File: config.mk
export PLATFORM = sky130hd
export DESIGN_NAME = hazard_scoreboard
export DESIGN_NICKNAME = d
export VERILOG_FILES = /design/src/rtl/riscv_pipe_pkg.sv /design/src/rtl/hazard_cnt.sv /design/src/rtl/hazard_scoreboard.sv
export SDC_FILE = /design/constraint.sdc
export NUM_CORES = 1
export LEC_CHECK = 0
export ABC_AREA = 0
export CAP_MARGIN = 10
export CELL_PAD_IN_SITES_DETAIL_PLACEMENT = 1
export CELL_PAD_IN_SITES_GLOBAL_PLACEMENT = 1
export CORE_ASPECT_RATIO = 1.5
export CORE_MARGIN = 3
export CORE_UTILIZATION = 43
export CTS_CLUSTER_DIAMETER = 60
export DETAILED_ROUTE_END_ITERATION = 16
export PLACE_DENSITY_LB_ADDON = 0.1
export SYNTH_ARGS = -nofsm -noshare
export SYNTH_HDL_FRONTEND = slang
export SYNTH_SLANG_ARGS = --single-unit
File: constraint.sdc
create_clock -name clk -period 2.8 [get_ports clk]
set_input_delay 0.56 -clock clk [delete_from_list [all_inputs] [get_ports clk]]
set_output_delay 0.56 -clock clk [all_outputs]
set_load 0.01 [all_outputs]
File: src/rtl/riscv_pipe_pkg.sv
// Shared pipeline definitions: register-file geometry, default load latency,
// and the register-address type used across the ID-stage hazard logic.
package riscv_pipe_pkg;

    localparam int REG_AW       = 5;
    localparam int NUM_REGS     = 32;
    localparam int LOAD_LAT_DEF = 1;
    localparam int CNT_W        = 3;

    typedef logic [REG_AW-1:0] reg_addr_t;

endpackage : riscv_pipe_pkg

File: src/rtl/hazard_cnt.sv
// One scoreboard countdown counter: load to a value, clear, or count down to
// zero, in that priority; o_busy flags a result that is not yet forwardable.
module hazard_cnt
    import riscv_pipe_pkg::*;
#(
    parameter int CW = CNT_W
) (
    input  logic          clk,
    input  logic          reset,
    input  logic          i_set,
    input  logic [CW-1:0] i_set_val,
    input  logic          i_clr,
    output logic          o_busy
);

    logic [CW-1:0] r_cnt;

    // NOTE: non-blocking assignment so every counter updates from pre-edge state.
    always_ff @(posedge clk) begin
        if (reset) begin
            r_cnt <= '0;
        end else if (i_set) begin
            r_cnt <= i_set_val;
        end else if (i_clr) begin
            r_cnt <= '0;
        end else if (r_cnt != '0) begin
            r_cnt <= r_cnt - CW'(1);
        end
    end

    assign o_busy = (r_cnt != '0);

endmodule : hazard_cnt

File: src/rtl/hazard_scoreboard.sv
// Load-use hazard scoreboard for the ID stage: one countdown per register.
// Optional stall_count performance counter is enabled by HAZARD_PERF_EN.
module hazard_scoreboard
    import riscv_pipe_pkg::*;
#(
    parameter int NREGS    = NUM_REGS,
    parameter int AW       = REG_AW,
    parameter int LOAD_LAT = LOAD_LAT_DEF,
    parameter int CW       = CNT_W
) (
    input  logic          clk,
    input  logic          reset,
    input  logic          valid_id,
    input  logic [AW-1:0] rs1Addr_id,
    input  logic [AW-1:0] rs2Addr_id,
    input  logic          rs1Used_id,
    input  logic          rs2Used_id,
    input  logic [AW-1:0] rdAddr_id,
    input  logic          RegWrite_id,
    input  logic          MemRead_id,
    input  logic          Flush,
    output logic          Stall,
    output logic          IFWrite,
`ifdef HAZARD_PERF_EN
    output logic [31:0]   stall_count,
`endif
    output logic          pending_any
);

    localparam int NSLOTS = 1 << AW;

    logic [NSLOTS-1:0] w_busy;
    logic              w_rs1_pend;
    logic              w_rs2_pend;
    logic              w_issue;
    logic              w_wr_en;

    // Slots for x0 and for addresses >= NREGS are tied idle, so they never
    // stall and never match a destination.
    assign w_rs1_pend = rs1Used_id & w_busy[rs1Addr_id];
    assign w_rs2_pend = rs2Used_id & w_busy[rs2Addr_id];

    assign Stall       = valid_id & ~Flush & (w_rs1_pend | w_rs2_pend);
    assign IFWrite     = ~Stall;
    assign w_issue     = valid_id & ~Stall & ~Flush;
    assign w_wr_en     = w_issue & RegWrite_id;
    assign pending_any = |w_busy;

    for (genvar r = 0; r < NSLOTS; r++) begin : g_reg
        if (r == 0 || r >= NREGS) begin : g_none
            assign w_busy[r] = 1'b0;
        end else begin : g_cnt
            logic w_hit;
            assign w_hit = w_wr_en & (rdAddr_id == AW'(r));

            hazard_cnt #(
                .CW(CW)
            ) u_cnt (
                .clk      (clk),
                .reset    (reset),
                .i_set    (w_hit & MemRead_id),
                .i_set_val(CW'(LOAD_LAT)),
                .i_clr    (w_hit & ~MemRead_id),
                .o_busy   (w_busy[r])
            );
        end
    end

`ifdef HAZARD_PERF_EN
    logic [31:0] r_stall_count;

    always_ff @(posedge clk) begin
        if (reset) begin
            r_stall_count <= '0;
        end else if (Stall && r_stall_count != 32'hFFFF_FFFF) begin
            r_stall_count <= r_stall_count + 32'd1;
        end
    end

    assign stall_count = r_stall_count;
`endif

endmodule : hazard_scoreboard
### After elaboration in Yosys (flattened, before gate mapping)

Index checks and enable logic that the tools add are counted.

* word-level logic and storage cells: 421
* flip-flop bits (word level): 93
* output and inout port bits: 3
* bits of input ports: 23

* reductions and logical operators: 94
* bitwise gates (word level): 104
* muxes and demuxes: 97
* eq/ne operators: 31
* $add $sub $neg: 31
* magnitude comparators: 2

Operators with widths (count)
* $reduce_bool 3->1: 62
* $and 1x1->1: 100
* $mux 1: 95
* $reduce_or 3->1: 31
* $sub 3x1->3 const B: 31
* $eq 5x5->1 const B: 16
* $eq 5x4->1 const B: 8
* $reduce_or 31->1: 1
* $eq 5x3->1 const B: 4
* $lt 5x6->1 const B: 2
* $bmux 1 s5: 2
* $eq 5x2->1 const B: 2
* $eq 5x1->1 const B: 1
* $not 1->1: 3
* $or 1x1->1: 1

### Logic depth before layout (Yosys ltp)

Gate-level depths: netlist of run 1.

* depth after elaboration: 14
* gate-level depth with buffers: 11
* mapped depth without buffers: 9

### Hierarchy

From an unflattened synthesis of run 1, not the netlist that was laid out.

* cell total of the unflattened synthesis: 766
* area, all modules: 6640.1 um^2

By module, submodules not included
* hazard_cnt: instances 31, sequential area each 60.1 um^2, cells an instance 19, area each 171.4 um^2
* hazard_scoreboard: instances 1, sequential area each 0.0 um^2, cells an instance 177, area each 1326.3 um^2

### Worst setup path before layout of run 1

OpenSTA, ideal clock, no wires.

* path kind: register to output
* start point: register g_reg[31].g_cnt.u_cnt.r_cnt[0]
* end point: output Stall
* data arrival time: 2256 ps
* data required time: 2240 ps
* cell stages (with the launch flop): 12
* path slack: -16 ps
* buffers on the path: 2
* path through: dfxtp_1 inv_1 ha_1 nor2b_2 mux4_2 nand3b_1 a31oi_1 nor4_4 buf_6 buf_6 nand2b_1 inv_1

* cells in the longest elaborated chain, start to end: 6
* elaborated cells on any way between the ends: 9
* classes of those cells: 4 x mux; 4 x bitwise; 1 x reduce/logical

RTL lines
* start: declaration: line hazard_cnt.sv:16 `logic [CW-1:0] r_cnt;`
* start signal: assignment: line hazard_cnt.sv:23 `r_cnt <= i_set_val;`
* start signal: assignment: line hazard_cnt.sv:27 `r_cnt <= r_cnt - CW'(1);`
* $reduce_bool 3->1 (*): line hazard_cnt.sv:31 `assign o_busy = (r_cnt != '0);`
* $bmux 1 s5, on equally long branches: line hazard_scoreboard.sv:40, hazard_scoreboard.sv:41
* $mux 1, on equally long branches: line hazard_scoreboard.sv:40, hazard_scoreboard.sv:41
* $and 1x1->1, on equally long branches: line hazard_scoreboard.sv:40, hazard_scoreboard.sv:41
* $or 1x1->1 (*): line hazard_scoreboard.sv:43 `assign Stall = valid_id & ~Flush & (w_rs1_pend | w_rs2_pend);`
* $and 1x1->1 (*): line hazard_scoreboard.sv:43
* end: declaration: line hazard_scoreboard.sv:22 `output logic Stall,`

Mark *: on every way between the ends. The rest lies on a longest branch, timed or not. The select of a mux whose other input is x is not followed.

### Worst setup path in the final report of run 1

* start point: register g_reg[23].g_cnt.u_cnt.r_cnt[0]
* end point: output Stall

* cells in the longest elaborated chain, start to end: 6
* elaborated cells on any way between the ends: 9
* classes of those cells: 4 x mux; 4 x bitwise; 1 x reduce/logical

RTL lines (line)
* start: declaration: hazard_cnt.sv:16
* start signal: assignment: hazard_cnt.sv:23
* start signal: assignment: hazard_cnt.sv:27
* $reduce_bool 3->1 (*): hazard_cnt.sv:31
* $bmux 1 s5, on equally long branches: hazard_scoreboard.sv:40, hazard_scoreboard.sv:41
* $mux 1, on equally long branches: hazard_scoreboard.sv:40, hazard_scoreboard.sv:41
* $and 1x1->1, on equally long branches: hazard_scoreboard.sv:40, hazard_scoreboard.sv:41
* $or 1x1->1 (*): hazard_scoreboard.sv:43
* $and 1x1->1 (*): hazard_scoreboard.sv:43

Marks and branches as above.

==> impl_results.md, run 1 <==
- Status: complete, but fails checks
- Violated checks: negative setup slack
- Starting Density: 0.443
- Number of port buffers: 25
- Worst Setup SP: g_reg[23].g_cnt.u_cnt.r_cnt[0]
- Mapped Area: 0.00629 mm^2
- Synth area leader: dfxtp_1
- Worst setup SP type: flip-flop
- Register area share after synthesis: 0.296
- DIE HEIGHT: 154 um
- Die ar.: approximately 0.016 mm^2
- Setup TNS: -1730 ps
- Antenna viol nets, final: 0
- Max Clock Skew: about 5.6 ps
- Ant diodes: 0
- Asr flop ratio synth: 0
- CP Capture Type: primary output
- Routed Wire Length: 22500 um
- Synthesis-to-finish area growth: 39.8%
- Max Cap Viol: 0
- Vias in the first global route: 6683
- Clock buffer depth: 2
- Final hold vios: 0
- EDFF count, synth: 0
- Clock Sinks: 93
- WP data arrival: 2570 ps
- Hpwl dp: between 10000 and 15000 um
- Relative slew margins: 0.641
- Setup violations, final: 20
- Crit Path Class: reg -> out
- Antenna violations before repair: 2
- Multi-input gate area: 0.00433 mm^2
- Most area-consuming cells after synthesis: dfxtp_1 (30%), ha_1 (12%), inv_1 (4.5%), nor2_1 (4.5%), xnor2_1 (4.3%)
- Overall power: ~0.010 W
- Max Clk Rate: 0.320 GHz
- Hold WC Path Type: reg -> reg
- Top Registers: g.g_cnt.u_cnt.r_cnt x93
- Sequential cell area: 0.00188 mm^2
- Reg-to-reg startpoint: g_reg[23].g_cnt.u_cnt.r_cnt[0]
- Place WS: -777 ps
- First-pass GRT wire length: about 34000 um
- Worst hold start: g_reg[5].g_cnt.u_cnt.r_cnt[1]
- IO Pins: 26
- Number of nets in the layout: 990
- CP max FO: 2
- Max FFs per register: 93
- Largest net degree at the start of global routing: 94
- Critical Path RT: 2240 ps
- Layout cells sized above 1: 0.360
- Flops & latches, synth: 93
- Num rows: 53
- RSZ-0062 raised after global routing: true
- Vias per cell: 5.51
- 1st-pass router iterations: 5
- Maximum VDD drop: 0.558 mV
- Slew Viols, Final: 0
- Fillers: approximately 1600
- Reg clk slew, reported paths: 70 ps
- Syn Area/Cell: 8.74 um^2
- GRT Total Usage: 0.262
- Post-synth cell types: 57
- Overflow after GRT: 0
- Routability-driven placement congestion ratio: 0.852
- CTS Root Cell: clkbuf_16
- Wire per inst: 20.5 um
- CTS tree: yes
- Syn Inst Count: 719
- Num CTS Buffers: 9
- Leakage: 3.91 nW
- Yosys warns: 0
- Final Worst Setup Slack: -325 ps
- Die X: 105 um
- Worst slew pin tran: 534 ps
- Cell Pwr Density: 1190 mW/mm^2
- DR iter-0 viols: 275
- Area share of the largest cell type after synthesis: 0.296
- Syn_nets: 804
- Period Utilization, post-route: 1.12
- Top reg by flops: g.g_cnt.u_cnt.r_cnt
- Post-synth top flop: dfxtp_1
- Post-layout min period: ~3100 ps
- Core area: roughly 0.014 mm^2
- DP Area: approximately 0.008 mm^2
- DRC viols: 0
- Hold WS: 528 ps
- Vias: approximately 6000
- Htree depth: 3
- Clock Latency Late Sink: roughly 350 ps
- Post-route design area: 0.00879 mm^2
==> report_power, final <==
part           internal (W)  leakage (nW)  switching, W
Combinational       0.00362          2.98       0.00326
Sequential          0.00189         0.775      0.000390
Clock              0.000780         0.150      0.000544
==> cell usage in the layout (no fill, tap or decap), types with 7 or more instances in the layout <==
| master | instances |
|---|---|
| a21oi_1 | 25 |
| nor3_1 | 31 |
| nor2_1 | 76 |
| nor2b_1 | 8 |
| buf_4 | 167 |
| dfxtp_1 | 75 |
| ha_1 | 46 |
| xnor2_1 | 31 |
| mux2_1 | 18 |
| nand3_1 | 7 |
| o21ai_0 | 15 |
| mux2i_1 | 23 |
| inv_1 | 57 |
| clkdlybuf4s50_1 | 15 |
| inv_2 | 19 |
| a211oi_1 | 36 |
| dfxtp_2 | 18 |
| clkbuf_16 | 9 |
| ha_4 | 8 |
| and3b_1 | 18 |
| mux4_2 | 11 |
| nand4_1 | 8 |
| nand2b_1 | 8 |
| nor2b_4 | 16 |
| nand2_1 | 40 |
| ha_2 | 8 |
==> cell usage after synthesis, types with 7 or more instances <==
cell and number:
a21oi_1 26, o21ai_0 18, nor2b_2 9, a211oi_1 36, and2b_1 9, mux2_1 18, clkbuf_1 17, inv_1 76
nor2_1 76, nand2_1 41, xnor2_1 31, nor3_1 31, nand4_1 8, nand2b_1 9, mux4_2 11, dfxtp_1 93
and3b_1 18, ha_1 62, nand3_1 7, nor2b_1 20, mux2i_1 23
==> final cells by class <==
type / count / share of cell area
Multi-Input combinational cell: 518 / 0.493
Sequential cell: 93 / 0.214
Timing Repair Buffer: 206 / 0.198
Inverter: 77 / 0.0332
Tap cell: 192 / 0.0273
Clock buffer: 11 / 0.0265
Clock inverter: 4 / 0.00840
==> critical path: stages (launching register included) <==
cell and delay (ps):
dfxtp_1 310, inv_1 80, ha_1 200, nor2b_1 310
mux4_2 310, mux2_2 160, o22ai_2 90, nor4_4 410
nand2b_4 210, inv_2 30, buf_6 110
==> logic make-up (layout without fill, tap and decap cells) <==
| logic type | after synthesis | after routing | synth area share |
|---|---|---|---|
| xor+xnor | 31 | 31 | 0.0432 |
| buf+inv | 108 | 298 | 0.0710 |
| flops | 93 | 93 | 0.296 |
| compound gates | 112 | 112 | 0.126 |
| simple gates | 256 | 256 | 0.222 |
| fa+ha+maj | 62 | 62 | 0.123 |
| mux | 57 | 57 | 0.118 |
==> layer usage <==
metal	global-route usage	share of wire	wire [um]	vias to the layer above
li1	-	-	-	2847
met1	0.266	0.37	8320	3013
met2	0.498	0.56	12600	145
met3	0.0580	0.036	820	61
met4	0.129	0.033	749	4
met5	0	0.00067	15	-
==> final timing paths <==
path                            cells after the start  slack, ps                             end
worst max register to register                     11       -130  g_reg[26].g_cnt.u_cnt.r_cnt[0]
worst min register to register                      2        530   g_reg[5].g_cnt.u_cnt.r_cnt[1]
worst max-delay path                               10       -330                           Stall
worst min-delay path                                2        530   g_reg[5].g_cnt.u_cnt.r_cnt[1]
==> metrics by stage <==
step / std cells / utilization
detailed placement: 1055 / 0.549
finish: 1101 / 0.619
global route: 1101 / 0.619
global placement: 1055 / 0.549
floorplan: 719 / -
CTS: 1088 / 0.598
==> timing repair <==
action                     in CTS  in global routing
setup endpoints to repair      53                 73
cloned                          4                  0
pin swaps                      10                 18
setup buffers                  14                 14
resized for setup              80                 62
hold buffers                    0                  0
No activity file was read; power rests on OpenSTA's default activity.
==> run 2, diff against run 1 <==
RECOVER_POWER = 25   (was unset)
==> results of run 2 <==
The final DEF is identical to that of run 1; final timing and power are the same.
==> run 3, diff against run 2 <==
CORE_MARGIN = 1   (was 3)
CORE_UTILIZATION = 48   (was 43)
clock period = 2.9 ns   (was 2.8 ns; I/O delays follow)
==> run 3 against run 2 <==
Net effect: the run still ends with negative setup slack left; cell area down 4.4%; sequential power about the same; wire length rose by 17%.
==> impl_results.md, run 3 (synthesized netlist as in run 1, its figures left out) <==
- IO Pins: 26 (unchanged)
- 1st-pass router iterations: 5 (unchanged)
- Antenna violations before repair: 0 (-2)
- Top reg by flops: g.g_cnt.u_cnt.r_cnt
- CTS tree: yes
- Vias in the first global route: 6766 (+1.2%)
- DIE HEIGHT: 142 um (-7.7%)
- CTS Root Cell: clkbuf_16
- Critical Path RT: 2320 ps (+80 ps)
- Starting Density: 0.498 (+0.0545)
- Final Worst Setup Slack: -529 ps (-204 ps)
- Synthesis-to-finish area growth: 33.6%
- Antenna viol nets, final: 0 (unchanged)
- Placed Instances: 1001 (-5.1%)
- Hold_buf cts: 0 (unchanged)
- Post-layout min period: 3430 ps
- DR iter-0 viols: 347 (+26%)
- Largest net degree at the start of global routing: 65 (-31%)
- Most common cell after layout, fill and taps aside: buf_4
- Die X: 95.4 um (-8.9%)
- Vias: 6439 (+6.1%)
- Worst reg2reg setup slack: -390 ps (-260 ps)
- DP Area: 0.00760 mm^2 (-2.5%)
- Final hold vios: 0 (unchanged)
- Reg clk slew, reported paths: 70 ps (about the same)
- Max FFs per register: 93 (unchanged)
- Layout cells sized above 1: 0.341 (-0.0192)
- Slew Viols, Final: 0 (unchanged)
- Number of port buffers: 25 (unchanged)
- Clock Sinks: 93 (unchanged)
- Overflow after GRT: 0 (unchanged)
- Hold WC Path Type: reg -> reg
- Cell Pwr Density: 1240 mW/mm^2 (+4.1%)
- Fillers: 1437 (-12%)
- Top Registers: g.g_cnt.u_cnt.r_cnt x93
- GRT Total Usage: 0.342 (+0.0800)
- Post-route design area: 0.00840 mm^2 (-4.4%)
- Max Cap Viol: 0 (unchanged)
- Setup violations, final: 85 (+330%)
- Period Utilization, post-route: 1.18
- Hpwl dp: 14700 um (+1.1%)
- Status: complete, but fails checks
- Relative slew margins: 0.587 (-0.0545)
- Clock buffer depth: 2 (unchanged)
- CP Capture Type: primary output
- Htree depth: 3 (unchanged)
- RR Endpoint: g_reg[23].g_cnt.u_cnt.r_cnt[0]
- Num rows: 50 (-5.7%)
- Wire per inst: 25.4 um (+24%)
- Crit Path Class: in -> out
- WP data arrival: 2850 ps (+280 ps)
- DRC viols: 0 (unchanged)
- RSZ-0062 raised after global routing: true
- Leading cell types in the layout, fill and taps excluded: buf_4 (144), nor2_1 (76), dfxtp_1 (72)
- Reg-to-reg startpoint: g_reg[4].g_cnt.u_cnt.r_cnt[1]
- First-pass GRT wire length: 34500 um (+2.0%)
- Number of nets in the layout: 961 (-2.9%)
- Worst hold start: g_reg[12].g_cnt.u_cnt.r_cnt[1]
- Max Clock Skew: 10.8 ps (+5.22 ps)
- Hold Crit Depth: 2 (unchanged)
- Violated checks: negative setup slack
- Ant diodes: 0 (unchanged)
- Die ar.: 0.0136 mm^2 (-16%)
- Worst slew pin tran: 620 ps (+85.8 ps)
- Routability-driven placement congestion ratio: 0.830 (-2.6%)
- Leakage: 3.70 nW (-5.3%)
- Non-filler cells, final: 1037 (-5.8%)
- Core area: 0.0126 mm^2 (-11%)
- Max Clk Rate: about 0.29 GHz
- Clock Latency Late Sink: 360 ps (about the same)
- Maximum VDD drop: 0.535 mV (-4.0%)
- Num CTS Buffers: 9 (unchanged)
- Vias per cell: 6.21 (+13%)
- Routed Wire Length: 26400 um (+17%)
- Worst r2r path cells: 11 (unchanged)
- Min-Delay Endpoint: g_reg[12].g_cnt.u_cnt.r_cnt[1]
- CP max FO: 5 (+3)
- Worst setup SP type: input port
run 3: cell types whose count changed in the layout (fill, tap and decap cells not counted), moves of 4 or more:
cell,before,now
ha_2,8,16
ha_4,8,4
ha_1,46,42
buf_4,167,144
inv_2,19,15
run 3: report_power, final:
group | switching (W) | internal (W) | leakage, nW
Combinational | 0.00345 | 0.00328 | 2.76
Clock | 0.000567 | 0.000868 | 0.167
Sequential | 0.000431 | 0.00183 | 0.776
run 3: final cells by class:
| class | count | area (um^2) | area share |
|---|---|---|---|
| clock buffer | 12 | 246 | 0.0293 |
| clock inverter | 4 | 95.1 | 0.0113 |
| inverter | 77 | 294 | 0.0350 |
| multi-input combinational | 518 | 4260 | 0.507 |
| sequential | 93 | 1890 | 0.225 |
| tap | 156 | 195 | 0.0232 |
| timing repair buffer | 177 | 1430 | 0.170 |
run 3: worst max-delay path by stage:
stage / cells after the start / from / end
finish: 9 / rs2Addr_id[3] / Stall
global route: 9 / rs2Addr_id[3] / Stall
CTS: 11 / g_reg[7].g_cnt.u_cnt.r_cnt[1] / Stall
detailed placement: 8 / rs1Addr_id[0] / Stall
global placement: 8 / rs1Addr_id[0] / Stall
floorplan: 11 / g_reg[31].g_cnt.u_cnt.r_cnt[0] / Stall
run 3: metrics by stage:
stage | total power [W] | TNS [ps] | hold WS, ps | setup WS, ps | utilization
after floorplan | 0.00540 | 0 | 490 | 64.4 | -
after global placement | 0.00714 | -25300 | 499 | -697 | 0.602
after detailed placement | 0.00761 | -35980 | 519 | -792 | 0.602
after CTS | 0.00956 | -287 | 528 | -192 | 0.650
after global routing | 0.0109 | -17710 | 560 | -521 | 0.665
final | 0.0104 | -17770 | 532 | -529 | 0.665
run 3: repair_timing:
action,CTS,global route
cloned,0,1
buffers inserted,11,9
pin swaps,12,14
gates resized for setup,84,51
endpoints found under the setup margin,49,20
run 3: per-layer routing:
| metal | vias up | global-route usage | share of wire |
|---|---|---|---|
| met3 | 157 | 0.0518 | 0.060 |
| met5 | - | 0 | 0 |
| met4 | 0 | 0.260 | 0.076 |
| li1 | 2792 | - | - |
| met2 | 331 | 0.614 | 0.51 |
| met1 | 3159 | 0.346 | 0.36 |
run 3: critical path, stage by stage:
cell and delay, ps:
clkdlybuf4s50_1 590, a41oi_1 440, o211ai_1 220, o211a_1 210, nor4_4 350, nand2b_4 220, buf_6 100, inv_4 20
buf_6 100
